[config.mk]
export PLATFORM = sky130hd
export DESIGN_NAME = dds_rom_sched
export DESIGN_NICKNAME = d
export VERILOG_FILES = /design/src/rtl/dds_pkg.sv /design/src/rtl/dds_chan_regs.sv /design/src/rtl/dds_rom_sched.sv
export SDC_FILE = /design/constraint.sdc
export NUM_CORES = 1
export LEC_CHECK = 0
export CORE_UTILIZATION = 51
export CTS_CLUSTER_SIZE = 16
export DETAILED_ROUTE_END_ITERATION = 10
export PLACE_DENSITY = 0.8
export SYNTH_ARGS = -nofsm -noshare
export SYNTH_HDL_FRONTEND = slang
export SYNTH_HIERARCHICAL = 1
export SYNTH_SLANG_ARGS = --single-unit
[constraint.sdc]
create_clock -name clk -period 7.8 [get_ports clk]
set_input_delay 1.17 -clock clk [delete_from_list [all_inputs] [get_ports clk]]
set_output_delay 1.17 -clock clk [all_outputs]
set_load 0.02 [all_outputs]
[src/rtl/dds_pkg.sv]
// Shared constants, register-select encodings and the amplitude scaler for the
// two-channel DDS ROM scheduler.
package dds_pkg;

    localparam int ACC_W       = 32;
    localparam int ADDR_W      = 14;
    localparam int DATA_W      = 8;
    localparam int WSEL_W      = 2;
    localparam int TW          = ADDR_W - WSEL_W;
    localparam int CTRL_W      = 4;

    localparam int CTRL_EN     = 0;
    localparam int CTRL_WS_LSB = 1;
    localparam int CTRL_SYNC   = 3;

    localparam logic [DATA_W-1:0] AMP_RST = 8'hFF;

    typedef enum logic [1:0] {
        SEL_FREQ = 2'd0,
        SEL_OFFS = 2'd1,
        SEL_CTRL = 2'd2,
        SEL_AMP  = 2'd3
    } cfg_sel_e;

    typedef enum logic {
        SLOT_CH0 = 1'b0,
        SLOT_CH1 = 1'b1
    } slot_e;

    // (din * (amp+1)) >> 8, so amp=0xFF passes the table value through unchanged.
    function automatic logic [DATA_W-1:0] amp_scale(input logic [DATA_W-1:0] din,
                                                    input logic [DATA_W-1:0] amp);
        logic [2*DATA_W:0] prod;
        prod = {9'd0, din} * ({9'd0, amp} + 17'd1);
        return prod[2*DATA_W-1:DATA_W];
    endfunction

endpackage

[src/rtl/dds_chan_regs.sv]
// One DDS channel: shadow/active configuration, phase accumulator, commit
// pending flag and wave-table address generation.
module dds_chan_regs
    import dds_pkg::*;
(
    input  logic              clk,
    input  logic              rst_n,
    input  logic              wr,
    input  logic [1:0]        sel,
    input  logic [ACC_W-1:0]  wdata,
    input  logic              commit,
    input  logic              slot_act,
    output logic              pending,
    output logic              issue,
    output logic [ADDR_W-1:0] addr,
    output logic [DATA_W-1:0] amp
);

    logic [ACC_W-1:0]  freq_s_q, freq_s_d, freq_a_q, freq_a_d;
    logic [TW-1:0]     offs_s_q, offs_s_d, offs_a_q, offs_a_d;
    logic [CTRL_W-1:0] ctrl_s_q, ctrl_s_d, ctrl_a_q, ctrl_a_d;
    logic [DATA_W-1:0] amp_s_q, amp_s_d, amp_a_q, amp_a_d;
    logic [ACC_W-1:0]  acc_q, acc_d;
    logic              pending_q, pending_d;
    logic              service;
    logic [TW-1:0]     phase;

    // Next-state for shadow writes, commit bubble and accumulator stepping.
    always_comb begin
        freq_s_d  = freq_s_q;
        offs_s_d  = offs_s_q;
        ctrl_s_d  = ctrl_s_q;
        amp_s_d   = amp_s_q;
        freq_a_d  = freq_a_q;
        offs_a_d  = offs_a_q;
        ctrl_a_d  = ctrl_a_q;
        amp_a_d   = amp_a_q;
        acc_d     = acc_q;

        service   = slot_act & pending_q;
        issue     = slot_act & ~pending_q & ctrl_a_q[CTRL_EN];
        phase     = acc_q[ACC_W-1 -: TW] + offs_a_q;
        addr      = {ctrl_a_q[CTRL_WS_LSB +: WSEL_W], phase};
        amp       = amp_a_q;
        pending   = pending_q;

        if (wr) begin
            case (cfg_sel_e'(sel))
                SEL_FREQ: freq_s_d = wdata;
                SEL_OFFS: offs_s_d = wdata[TW-1:0];
                SEL_CTRL: ctrl_s_d = wdata[CTRL_W-1:0];
                SEL_AMP:  amp_s_d  = wdata[DATA_W-1:0];
                default:  freq_s_d = freq_s_q;
            endcase
        end else begin
            freq_s_d = freq_s_q;
        end

        // The bubble slot copies the pre-edge shadow; a same-cycle write re-arms via commit.
        if (service) begin
            freq_a_d = freq_s_q;
            offs_a_d = offs_s_q;
            ctrl_a_d = ctrl_s_q;
            amp_a_d  = amp_s_q;
            acc_d    = ctrl_s_q[CTRL_SYNC] ? {ACC_W{1'b0}} : acc_q;
        end else if (issue) begin
            acc_d    = acc_q + freq_a_q;
        end else begin
            acc_d    = acc_q;
        end

        pending_d = (pending_q & ~service) | commit;
    end

    // Channel state registers.
    always_ff @(posedge clk or negedge rst_n) begin
        if (!rst_n) begin
            freq_s_q  <= {ACC_W{1'b0}};
            offs_s_q  <= {TW{1'b0}};
            ctrl_s_q  <= {CTRL_W{1'b0}};
            amp_s_q   <= AMP_RST;
            freq_a_q  <= {ACC_W{1'b0}};
            offs_a_q  <= {TW{1'b0}};
            ctrl_a_q  <= {CTRL_W{1'b0}};
            amp_a_q   <= AMP_RST;
            acc_q     <= {ACC_W{1'b0}};
            pending_q <= 1'b0;
        end else begin
            freq_s_q  <= freq_s_d;
            offs_s_q  <= offs_s_d;
            ctrl_s_q  <= ctrl_s_d;
            amp_s_q   <= amp_s_d;
            freq_a_q  <= freq_a_d;
            offs_a_q  <= offs_a_d;
            ctrl_a_q  <= ctrl_a_d;
            amp_a_q   <= amp_a_d;
            acc_q     <= acc_d;
            pending_q <= pending_d;
        end
    end

endmodule

[src/rtl/dds_rom_sched.sv]
// Two-channel DDS front end sharing one wave-table ROM: slot arbiter, address
// register, channel-tagged read pipeline and per-channel amplitude scaling.
module dds_rom_sched
    import dds_pkg::*;
(
    input  logic              clk,
    input  logic              rst_n,
    input  logic              cfg_wr,
    input  logic              cfg_ch,
    input  logic [1:0]        cfg_sel,
    input  logic [ACC_W-1:0]  cfg_wdata,
    input  logic              cfg_commit,
    output logic [1:0]        cfg_busy,
    output logic [ADDR_W-1:0] rom_addr,
    input  logic [DATA_W-1:0] rom_rd_data,
    output logic [DATA_W-1:0] ch0_data,
    output logic              ch0_valid,
    output logic [DATA_W-1:0] ch1_data,
    output logic              ch1_valid
);

    slot_e             slot_q, slot_d;
    logic [ADDR_W-1:0] rom_addr_q, rom_addr_d;
    logic              iss_vld_q, iss_vld_d, iss_ch_q, iss_ch_d;
    logic              tag_vld_q, tag_vld_d, tag_ch_q, tag_ch_d;
    logic [DATA_W-1:0] ch0_data_q, ch0_data_d, ch1_data_q, ch1_data_d;
    logic              ch0_valid_q, ch0_valid_d, ch1_valid_q, ch1_valid_d;

    logic [1:0]        wr_en, commit_en, slot_act, pend, issue;
    logic [ADDR_W-1:0] ch_addr [2];
    logic [DATA_W-1:0] ch_amp  [2];
    logic [DATA_W-1:0] scaled;

    for (genvar g = 0; g < 2; g++) begin : g_chan
        dds_chan_regs u_chan (
            .clk      (clk),
            .rst_n    (rst_n),
            .wr       (wr_en[g]),
            .sel      (cfg_sel),
            .wdata    (cfg_wdata),
            .commit   (commit_en[g]),
            .slot_act (slot_act[g]),
            .pending  (pend[g]),
            .issue    (issue[g]),
            .addr     (ch_addr[g]),
            .amp      (ch_amp[g])
        );
    end

    // Slot steering, address mux and the issue -> tag -> sample pipeline.
    always_comb begin
        wr_en     = {cfg_wr & cfg_ch, cfg_wr & ~cfg_ch};
        commit_en = {cfg_commit & cfg_ch, cfg_commit & ~cfg_ch};
        slot_act  = {slot_q == SLOT_CH1, slot_q == SLOT_CH0};
        slot_d    = (slot_q == SLOT_CH0) ? SLOT_CH1 : SLOT_CH0;

        iss_vld_d = |issue;
        iss_ch_d  = issue[1];
        if (|issue) begin
            rom_addr_d = issue[1] ? ch_addr[1] : ch_addr[0];
        end else begin
            rom_addr_d = rom_addr_q;
        end

        tag_vld_d   = iss_vld_q;
        tag_ch_d    = iss_ch_q;
        scaled      = amp_scale(rom_rd_data, tag_ch_q ? ch_amp[1] : ch_amp[0]);
        ch0_valid_d = tag_vld_q & ~tag_ch_q;
        ch1_valid_d = tag_vld_q & tag_ch_q;

        if (ch0_valid_d) begin
            ch0_data_d = scaled;
        end else begin
            ch0_data_d = ch0_data_q;
        end
        if (ch1_valid_d) begin
            ch1_data_d = scaled;
        end else begin
            ch1_data_d = ch1_data_q;
        end
    end

    // Scheduler and output registers; reset drops any in-flight read.
    always_ff @(posedge clk or negedge rst_n) begin
        if (!rst_n) begin
            slot_q      <= SLOT_CH0;
            rom_addr_q  <= {ADDR_W{1'b0}};
            iss_vld_q   <= 1'b0;
            iss_ch_q    <= 1'b0;
            tag_vld_q   <= 1'b0;
            tag_ch_q    <= 1'b0;
            ch0_data_q  <= {DATA_W{1'b0}};
            ch1_data_q  <= {DATA_W{1'b0}};
            ch0_valid_q <= 1'b0;
            ch1_valid_q <= 1'b0;
        end else begin
            slot_q      <= slot_d;
            rom_addr_q  <= rom_addr_d;
            iss_vld_q   <= iss_vld_d;
            iss_ch_q    <= iss_ch_d;
            tag_vld_q   <= tag_vld_d;
            tag_ch_q    <= tag_ch_d;
            ch0_data_q  <= ch0_data_d;
            ch1_data_q  <= ch1_data_d;
            ch0_valid_q <= ch0_valid_d;
            ch1_valid_q <= ch1_valid_d;
        end
    end

    assign cfg_busy  = pend;
    assign rom_addr  = rom_addr_q;
    assign ch0_data  = ch0_data_q;
    assign ch0_valid = ch0_valid_q;
    assign ch1_data  = ch1_data_q;
    assign ch1_valid = ch1_valid_q;

endmodule

==> run metrics <==
Max Clock Skew=16.11 ps; share of layout cells above drive strength 1=0.2056; Post-Synth Adder-Cell Area=0.1250; DIE HEIGHT=193.8 um; clk sinks=325; Setup CP Type=reg2reg; CTS buffer count=34; CTS tree=yes; worst setup path start=tag_ch_q; Crit Path Max Fanout=22; clock tree buffer depth=3; Worst Hold Class=reg2reg; RSZ-0062 raised after global routing=false; period utilization=0.7913; Total Power=9.503 mW; Horiz. Die Dim=193.8 um; Congestion Overflow GR=0; register bit total from synthesis=325; distinct cell type count of the synthesized netlist=87; Arrival @ worst endpoint=6540 ps; DR iter-0 viols=919; sequential share of the synthesized area=0.4357; first-pass GRT wire length=71.68 mm; vias in the first global route=13,700; final core occ=0.5911; routed wire length=43.26 mm; WP data required=8170 ps; largest family of logic cells by synthesized area=multiplexers; Skew-Pair Late Insertion Delay=520 ps; Syn Nets=1,891; Cells after Synth=1,683; Final Wtd Congestion=0.8503; diodes inserted=0; simple-gate share of the synthesized area=0.1019; Compound-Gate Fraction of Synth Area=0.1229; die area=37,550 um^2; crit start category=register; router iterations before antenna repair=5; main flop type after synthesis=dfrtp_1; worst setup path endpoint=ch0_data[4]; Post-DRT Antenna Nets=0; initial antenna violation count=0; multiplexer area fraction after synthesis=0.1453; Vias/cell=5.895; Via Count=13,210; DR WL/cell=19.30 um; most common cell after layout, fill and taps aside=dfrtp_1; FF-to-FF path depth=20; FP Rows=69; post-CTS sizing=0; largest net degree at the start of global routing=81; Post-synth EDFFs=0; DPL Wire Length=30.41 mm; final hold viol count=0; RR Endpoint=ch0_data[4]; Core Footprint=35,910 um^2; FF-to-FF Start=tag_ch_q; post-route DRC violation count=0; reg-to-reg slack, setup=1630 ps; P&R area growth vs syn=13.17%; Reg clk slew, reported paths=60 ps; post-route cell area=21,230 um^2; Slew Limit Fails=0; yosys warns=6; VDD IR max=0.0003178 V; Leak=9.596 nW; port bufs=80; Initial Utilization=0.5223; slew at the pin closest to its max-slew limit=948.0 ps; Setup Viol. Count Final=0; fraction of registers with async set/reset=1.000; CTS root buffer=clkbuf_16; post-CTS setup buffers=0; GRT Total Usage=0.2375; status=complete, no violations; slew margin rel.=0.3680; post-synthesis cell area=18,760 um^2; commonest non-fill, non-tap cells in the layout=dfrtp_1, mux2_2, nand2_1; CP Capture Type=register; fmax=0.1620 GHz; xor and xnor area share after synthesis=0.04009; Setup TNS=0 ps; H-tree Lvls=2; crit path time final=6172 ps; Power Dens Cells=447.6 nW/um^2; Max-Cap Viols=0; nets@finish=1,966; mean post-synth cell area=11.15 um^2; CTS Hold Bufs=0; DP Area=20,030 um^2; io pins=81
==> flip-flops by register name (all words and copies together) (netlist names) <==
| register | flops |
|---|---|
| tag_ch_q | 1 |
| g_chan.u_chan/amp_s_q | 16 |
| rom_addr | 14 |
| g_chan.u_chan/pending | 2 |
| iss_vld_q | 1 |
| iss_ch_q | 1 |
| g_chan.u_chan/amp | 16 |
| ch1_valid | 1 |
| g_chan.u_chan/acc_q | 64 |
| g_chan.u_chan/offs_a_q | 24 |
| g_chan.u_chan/ctrl_a_q | 6 |
| ch1_data | 8 |
| g_chan.u_chan/freq_a_q | 64 |
| g_chan.u_chan/offs_s_q | 24 |
| ch0_valid | 1 |
| g_chan.u_chan/freq_s_q | 64 |
| ch0_data | 8 |
| g_chan.u_chan/ctrl_s_q | 8 |
| tag_vld_q | 1 |
| slot_q | 1 |
==> per-layer routing <==
layer	track usage	vias to the layer above	wire length (um)
li1	-	6115	-
met1	0.3228	6660	19310
met2	0.3946	354	20500
met3	0.03131	82	2175
met4	0.07644	0	1277
met5	0	-	0
==> critical path: stages (launching register included) <==
cell and delay [ps]:
dfrtp_1 780, mux2i_2 360, inv_2 130, ha_1 270
nand4b_1 140, nand2_1 80, xnor2_1 570, nand2_1 160
fa_1 510, fa_1 540, inv_1 50, fa_1 480
inv_1 50, fa_1 470, inv_1 40, ha_1 200
a2111o_1 380, o22ai_4 340, o21ai_1 150, xnor2_1 220
o21ai_1 100
==> synth_stat cells (5+ instances only) <==
cell        n  area, um^2
o21a_1     14       105.1
dfrtp_1   293        7332
or2_2       8       50.05
nor2_1     57       214.0
mux2i_1    20       200.2
ha_1      117        1464
a211oi_1    9       67.56
buf_4       5       37.54
inv_1      80       300.3
nor2b_1    13       81.33
o21ai_1    24       120.1
a32o_1      6       60.06
o31ai_1     6       45.04
and3_1      9       56.30
a21o_1     35       262.8
o21bai_1    9       67.56
nand2b_1   11       68.82
xor2_1     27       236.5
o211ai_1   10       75.07
fa_1       44       880.8
nor3_1     22       110.1
and2_1     46       287.8
or3_1       8       50.05
xnor2_1    57       499.2
nand2_1   146       548.0
clkbuf_1   40       150.1
buf_2       5       25.02
a31oi_1    12       75.07
a21oi_1    71       355.3
dfstp_2    32       840.8
o21ai_0    98       490.5
nand4_1    17       106.4
nand3_1    21       105.1
nand3b_1    8       60.06
nor3b_1     6       45.04
mux2_2    223        2511
==> kinds of logic after synthesis <==
| group | count (synthesis) |
|---|---|
| AO/OA/AOI/OAI | 345 |
| XOR/XNOR | 85 |
| adder cells (fa/ha/maj) | 161 |
| buffers and inverters | 137 |
| flip-flops | 325 |
| multiplexers | 244 |
| AND/OR/NAND/NOR | 386 |
==> power by group <==
group	switching (mW)	total, mW	leakage, nW	internal (mW)
sequential	0.402	2.64	3.92	2.24
clock	0.669	1.74	0.582	1.08
combinational	2.85	5.12	5.10	2.26
==> metrics by stage <==
stage          worst slack, ps  hold WS (ps)  cells
3_5_place_dp              1666         342.6   2183
5_1_grt                   1245         360.1   2241
6_report                  1628         353.8   2241
2_1_floorplan             2393         331.2   1683
4_1_cts                   1644         356.5   2241
3_3_place_gp              1847         331.9   2183
==> final cells by class <==
cell class	count	area, um^2
Timing Repair Buffer	94	910.9
Multi-Input combinational cell	1221	10060
Inverter	82	307.8
Sequential cell	325	8173
Clock inverter	12	219.0
Fill cell	2873	14690
Tap cell	461	576.8
Clock buffer	46	977.2
==> worst min path at each step <==
stage / from / endpoint / slack, ps / cells past startpoint
final: iss_ch_q / tag_ch_q / 350 / 0
after global routing: iss_vld_q / tag_vld_q / 360 / 0
after CTS: iss_vld_q / tag_vld_q / 360 / 0
after detailed placement: iss_vld_q / tag_vld_q / 340 / 0
after global placement: iss_ch_q / tag_ch_q / 330 / 0
after floorplan: iss_ch_q / tag_ch_q / 330 / 0
No activity file was read; power rests on OpenSTA's default activity.
